[src/rtl/seq_divider.sv]
// seq_divider: multi-cycle signed 32-bit restoring divider, quotient to Zlowout, remainder to Zhighout
module seq_divider #(
  parameter int WIDTH = 32
) (
  input  logic             clock,
  input  logic             clear,
  input  logic             start,
  input  logic [WIDTH-1:0] A,
  input  logic [WIDTH-1:0] B,
  output logic             busy,
  output logic             done,
  output logic             div_by_zero,
  output logic [WIDTH-1:0] Zlowout,
  output logic [WIDTH-1:0] Zhighout
);
  localparam logic [1:0] IDLE = 2'd0, RUN = 2'd1, FIX = 2'd2, DONE = 2'd3;
  localparam int CW = $clog2(WIDTH) + 1;
  logic [1:0] state;
  logic [CW-1:0] count;
  logic [WIDTH-1:0] rem, quot, dvs, a_abs, b_abs;
  logic [WIDTH:0] shifted, diff;
  logic sign_q, sign_r, accept, last;
  // operand magnitudes, one restoring trial subtraction, and start acceptance
  always_comb begin
    a_abs = A[WIDTH-1] ? -A : A;
    b_abs = B[WIDTH-1] ? -B : B;
    shifted = {rem, quot[WIDTH-1]};
    diff = shifted - {1'b0, dvs};
    accept = start && (state == IDLE || state == DONE);
    last = count == CW'(WIDTH - 1);
  end
  assign busy = state == RUN || state == FIX;
  assign done = state == DONE;
  // control FSM and datapath: accept, iterate, sign-fix, report
  always_ff @(posedge clock or posedge clear) begin
    if (clear) begin
      state <= IDLE;
      count <= '0;
      rem <= '0;
      quot <= '0;
      dvs <= '0;
      sign_q <= 1'b0;
      sign_r <= 1'b0;
      div_by_zero <= 1'b0;
      Zlowout <= '0;
      Zhighout <= '0;
    end else if (accept) begin
      if (B == '0) begin
        Zlowout <= '1;
        Zhighout <= A;
        div_by_zero <= 1'b1;
        state <= DONE;
      end else begin
        rem <= '0;
        quot <= a_abs;
        dvs <= b_abs;
        sign_q <= A[WIDTH-1] ^ B[WIDTH-1];
        sign_r <= A[WIDTH-1];
        count <= '0;
        div_by_zero <= 1'b0;
        state <= RUN;
      end
    end else if (state == RUN) begin
      rem <= diff[WIDTH] ? shifted[WIDTH-1:0] : diff[WIDTH-1:0];
      quot <= {quot[WIDTH-2:0], ~diff[WIDTH]};
      count <= count + 1'b1;
      state <= last ? FIX : RUN;
    end else if (state == FIX) begin
      Zlowout <= sign_q ? -quot : quot;
      Zhighout <= sign_r ? -rem : rem;
      state <= DONE;
    end else if (state == DONE) begin
      state <= IDLE;
    end
  end
endmodule

[config.mk]
export PLATFORM = sky130hd
export DESIGN_NAME = seq_divider
export DESIGN_NICKNAME = d
export VERILOG_FILES = /design/src/rtl/seq_divider.sv
export SDC_FILE = /design/constraint.sdc
export NUM_CORES = 1
export LEC_CHECK = 0
export ABC_AREA = 1
export CAP_MARGIN = 10
export CORE_ASPECT_RATIO = 1.25
export CORE_MARGIN = 8
export CORE_UTILIZATION = 45
export DETAILED_ROUTE_END_ITERATION = 6
export DONT_BUFFER_PORTS = 1
export PLACE_DENSITY_LB_ADDON = 0.2
export SYNTH_ARGS = -nofsm -noshare
export SYNTH_HDL_FRONTEND = slang
export SYNTH_SLANG_ARGS = --single-unit
export TNS_END_PERCENT = 10
[constraint.sdc]
create_clock -name clock -period 7.4 [get_ports clock]
set_clock_uncertainty 0.1 [all_clocks]
set_input_delay 1.48 -clock clock [delete_from_list [all_inputs] [get_ports clock]]
set_output_delay 1.48 -clock clock [all_outputs]
set_load 0.1 [all_outputs]
* Word level (Yosys, flattened, before mapping)
Cells that the tools add are included.
** Operators by class
- Add/subtract/negate cells :: 6
- Eq/ne operators :: 7
- Multiplexer cells :: 29
- Bitwise operators :: 3
- Reductions and logical operators :: 11
** Operators with widths (count)
- $mux W32 :: 19
- $neg A32 Y32 :: 4
- $sub A33 B32 Y33 :: 1
- $logic_not A32 Y1 :: 1
- $mux W6 :: 3
- $mux W2 :: 6
- $add A6 B1 Y6 const B :: 1
- $eq A6 B5 Y1 const B :: 1
- $eq A2 B2 Y1 const B :: 2
- $ne A2 B2 Y1 const B :: 2
- $reduce_and A2 Y1 :: 2
- $reduce_bool A2 Y1 :: 2
- $reduce_bool A4 Y1 :: 1
- $reduce_and A3 Y1 :: 1
- $eq A2 B1 Y1 const B :: 1
- $logic_not A2 Y1 :: 1
- $logic_or A1 B1 Y1 :: 2
- $ne A2 B1 Y1 const B :: 1
- $not A1 Y1 :: 2
- $logic_and A1 B1 Y1 :: 1
- $mux W1 :: 1
- $xor A1 B1 Y1 :: 1
** Word-level totals
- Register bits after elaboration :: 171
- Input port bits :: 67

* Depth between registers and ports, before layout
- Depth after elaboration :: 5
- Gate-level depth with buffers :: 18
- Gate-level depth less buffers :: 18

* Worst setup path before layout
No wires, ideal clock.
- Kind :: in2reg
- Start point :: input B[1]
- End point :: register Zlowout[22]
- Arrival :: 2.893 ns
- Required time :: 7.177 ns
- Setup slack :: 4.284 ns
- Stages :: 10
- Buffers on the path :: 1
- Path through :: inv_1 ha_1 nand4_2 nor2_4 nand2_1 o21ai_4 nand2_2 clkbuf_1 nand2_1 nand2_1
** On the way
- Longest elaborated chain between the ends :: 3
** RTL lines
- start: declaration :: RTL line 9 : input logic [WIDTH-1:0] B,
- $logic_not A32 Y1 :: RTL line 48 : if (B == '0) begin
- $ne A2 B1 Y1 (no line)
- $reduce_and A3 Y1 (no line)
- end signal: assignment :: RTL line 69 : Zlowout <= sign_q ? -quot : quot;
- end: declaration :: RTL line 13 : output logic [WIDTH-1:0] Zlowout,
No other way between the ends.
A chain may end at the register's enable or synchronous reset.

* Final worst setup path
- Start point :: input B[1]
- End point :: register rem[10]
** On the way
- Longest elaborated chain between the ends :: 3
** RTL lines
- $logic_not A32 Y1 :: RTL line 48
- $ne A2 B2 Y1 (no line)
- $reduce_and A2 Y1 (no line)
- end signal: assignment :: RTL line 64 : rem <= diff[WIDTH] ? shifted[WIDTH-1:0] : diff[WIDTH-1:0];
- end: declaration :: RTL line 20 : logic [WIDTH-1:0] rem, quot, dvs, a_abs, b_abs;
No other way between the ends.

==> impl_metrics.json <==
{
  "synthMuxAreaShare_pct": 0.07592,
  "cts_resized": 0,
  "intPower_mw": 1.464,
  "initial_utilization_pct": 45.34,
  "synthTopCellsByArea": "dfrtp_1 (32%), nand2_1 (19%), inv_1 (8.3%)",
  "critPathTopFamily": "buffers and inverters",
  "n_antenna_cell": 0,
  "synth_top_area_share_pct": 32.45,
  "worstPathArrival_ps": 4450,
  "cts-root-buf": "clkbuf_16",
  "crit_slowest_cell": "inv_2",
  "worst_slew_pin_slew_ps": 1040,
  "grt_pass1_vias": 12770,
  "vias": 13150,
  "clk_pin_slew_ps": 70,
  "dp_slack_ps": 2774,
  "synth_top_area_cell": "dfrtp_1",
  "outcome": "completed",
  "yosysWarnings": 0,
  "grt_pass1_wl_um": 65560,
  "post_cts_buffers": 0,
  "viasPerCell": 5.332,
  "first_pass_iters": 5,
  "cpMostUsedCell": "nand2_1",
  "cp_slowest_stage_delay_ps": 760,
  "whs_path_depth": 2,
  "setup_viol": 0,
  "hold_path_class": "reg2reg",
  "track_usage_pct": 23.39,
  "chipHeight_um": 207.4,
  "gp_congestion": 0.9514,
  "htreeDepth": 4,
  "core-area_um2": 29080,
  "critical_path_class": "in2reg",
  "synth_top_family_by_area": "simple AND/OR/NAND/NOR gates",
  "ctsHoldBuffers": 0,
  "synth-xor-area-share_pct": 3.454,
  "ys_types": 41,
  "path_max_fanout": 64,
  "post-route-util_pct": 48.47,
  "start_kind": "input port",
  "clk_path_buf_depth": 2,
  "critPathCaptureType": "flop",
  "crit_cells": 11,
  "cts.sinks": 171,
  "die_area_um2": 35070,
  "fin_ws_ps": 3239,
  "fin_crit_ps": 4161,
  "hold_viol": 0,
  "post_route_cells_drive_above_1_share_pct": 3.092,
  "layout.nets": 2165,
  "maxSlewHeadroom_pct": 30.67,
  "synth_edf_count": 0,
  "ys.flop_type": "dfrtp_1",
  "p_sw_mw": 0.4728,
  "ys_ff_latch": 171,
  "cp_cell_sequence": "inv_1 -> ha_1 -> nand4_2 -> nor2_4 -> nand2_1 -> o21ai_4 -> buf_4 -> nand2_4 -> inv_2 -> nand2_1 -> nand2_1",
  "pin_count": 134,
  "die_x_um": 169.1,
  "numCtsBuffers": 17,
  "async_flop_share_pct": 100.0,
  "fp-row-count": 70,
  "yosys.area_share.simple_pct": 36.00,
  "antenna_left": 0,
  "swShare_pct": 24.41,
  "dp_hpwl_um": 31830,
  "drt_wl_total_um": 40810,
  "powerDensity_nw_per_um2": 137.4,
  "drv_slew": 0,
  "leakage_nw": 7.152,
  "port_buffers": 0,
  "synthCells": 2091,
  "synth_nets": 2199,
  "p_seq_share_pct": 48.2,
  "syn-cell-area_um2": 13190,
  "rr_worst_depth": 12,
  "worstPathRequired_ps": 7680,
  "finalSetupTns_ps": 0,
  "drv_cap": 0,
  "yosysSeqAreaShare_pct": 32.45,
  "overflow": 0,
  "rsz0062_at_grt": "no",
  "antenna_found_initial": 0,
  "pwr-share-clk_pct": 48.4,
  "vdd_drop_max_mv": 0.08925,
  "drc_errors": 0,
  "path_buf_inv": 3,
  "clk_latency_ps": 460,
  "synthAdderAreaFrac_pct": 3.948,
  "grt_max_degree": 92,
  "synth_compound_area_share_pct": 13.40,
  "drtIter0Drc": 946,
  "tritoncts": "yes",
  "area_growth_pct": 6.889,
  "syn_area_per_cell_um2": 6.306,
  "wire_per_inst_um": 16.55,
  "fmax_mhz": 240.3,
  "comb_power_share_pct": 3.4,
  "period_share_pct": 56.23
}
## registers in the layout, summed over array words and instances (netlist names)
register / cells
rem: 32
state: 2
count: 6
Zhighout: 32
sign_q: 1
quot: 32
Zlowout: 32
div_by_zero: 1
dvs: 32
sign_r: 1
## cell type report
cell class              count  area [µm²]
fillers                  3133       14980
clock buffers              18       439.2
well taps                 396       495.5
inverters                 295        1112
clock inverters            14       157.7
flip-flops and latches    171        4279
repair buffers             14       105.1
multi-input cells        1558        7505
## path summary, 6_finish.rpt
kind	startpoint	endpoint	slack [ps]
max	B[1]	rem[10]$_DFFE_PP0P_	3240
min	dvs[22]$_DFFE_PP0P_	dvs[22]$_DFFE_PP0P_	380
max reg2reg	state[0]$_DFFE_PP0P_	rem[10]$_DFFE_PP0P_	3510
min reg2reg	dvs[22]$_DFFE_PP0P_	dvs[22]$_DFFE_PP0P_	380
max in group asynchronous	clear	quot[14]$_DFFE_PP0P_	4740
min in group asynchronous	clear	rem[2]$_DFFE_PP0P_	940
## Yosys cell counts, types with 2 or more instances
cell	number
inv_1	292
a21oi_1	83
nor2_4	2
o22a_1	7
buf_1	7
o21bai_1	9
o211ai_1	27
nor2_1	226
nand4_1	23
nor3_1	28
buf_2	23
o21ai_0	119
ha_1	40
nand2_2	2
a31oi_1	11
xnor2_1	18
nand3_1	195
o21a_1	5
o22ai_1	8
o21ai_1	35
clkbuf_1	32
inv_2	3
a21o_1	2
buf_4	5
nor4_1	6
nor2_2	2
o31ai_1	6
nand2_1	652
xor2_1	34
nand3b_1	8
dfrtp_1	171
## kinds of logic (layout without fill, tap and decap cells)
group | count (synthesis) | after routing
mux | 1 | 1
flops | 171 | 171
buf+inv | 362 | 341
simple gates | 1149 | 1149
compound gates | 315 | 315
xor+xnor | 52 | 52
fa+ha+maj | 41 | 41
## layout by cell type, fill, tap and decap left out, drive strengths merged, types with 2 or more instances in the layout
cell type  Yosys  routed
o21bai         9       9
a31oi         11      11
buf           35      14
nand4         24      24
nor3          28      28
nand3b         8       8
xor2          34      34
nand3        196     196
o21a           5       5
o31ai          6       6
o21ai        155     155
nor2         230     230
o22ai          8       8
dfrtp        171     171
clkinvlp       0       3
nor4           6       6
nand2        655     655
inv          295     301
a21oi         84      84
bufinv         0       2
clkinv         0       3
ha            40      40
o22a           7       7
xnor2         18      18
a21o           2       2
clkbuf        32      18
o211ai        27      27
## per-layer routing
metal  GRT usage (%)  share of wire [%]  vias up
met3           3.444                5.1       85
met4           11.95                4.5        0
li1                -                  -     6636
met2           40.12                 48      358
met1           27.94                 42     6069
met5               0                  0        -
## metrics by stage
| step | power [mW] | instances | hold WS, ps | area [µm²] |
|---|---|---|---|---|
| after floorplan | 1.006 | 2091 | 348.8 | 13190 |
| after global placement | 1.018 | 2434 | 363.7 | 13500 |
| after detailed placement | 1.019 | 2434 | 369.0 | 13500 |
| after CTS | 1.950 | 2466 | 386.7 | 14090 |
| after global routing | 2.006 | 2466 | 398.7 | 14090 |
| final | 1.937 | 2466 | 381.7 | 14090 |
## power groups by stage
stage	registers, mW	clock network (mW)	logic, mW
5_1_grt	0.933	0.996	0.0763
3_5_place_dp	0.952	0	0.0667
2_1_floorplan	0.952	0	0.0531
3_3_place_gp	0.952	0	0.0660
4_1_cts	0.934	0.949	0.0670
6_report	0.934	0.937	0.0658
## worst reg2reg max path, cell delays in order (launching register included)
cell and delay (ps):
dfrtp_1 390, inv_1 60, ha_1 350, nand2_2 80
buf_4 320, inv_2 100, buf_4 320, o21ai_4 130
buf_4 430, nand2_4 490, inv_2 790, nand2_1 140
nand2_1 120
No activity file was read; power rests on OpenSTA's default activity.
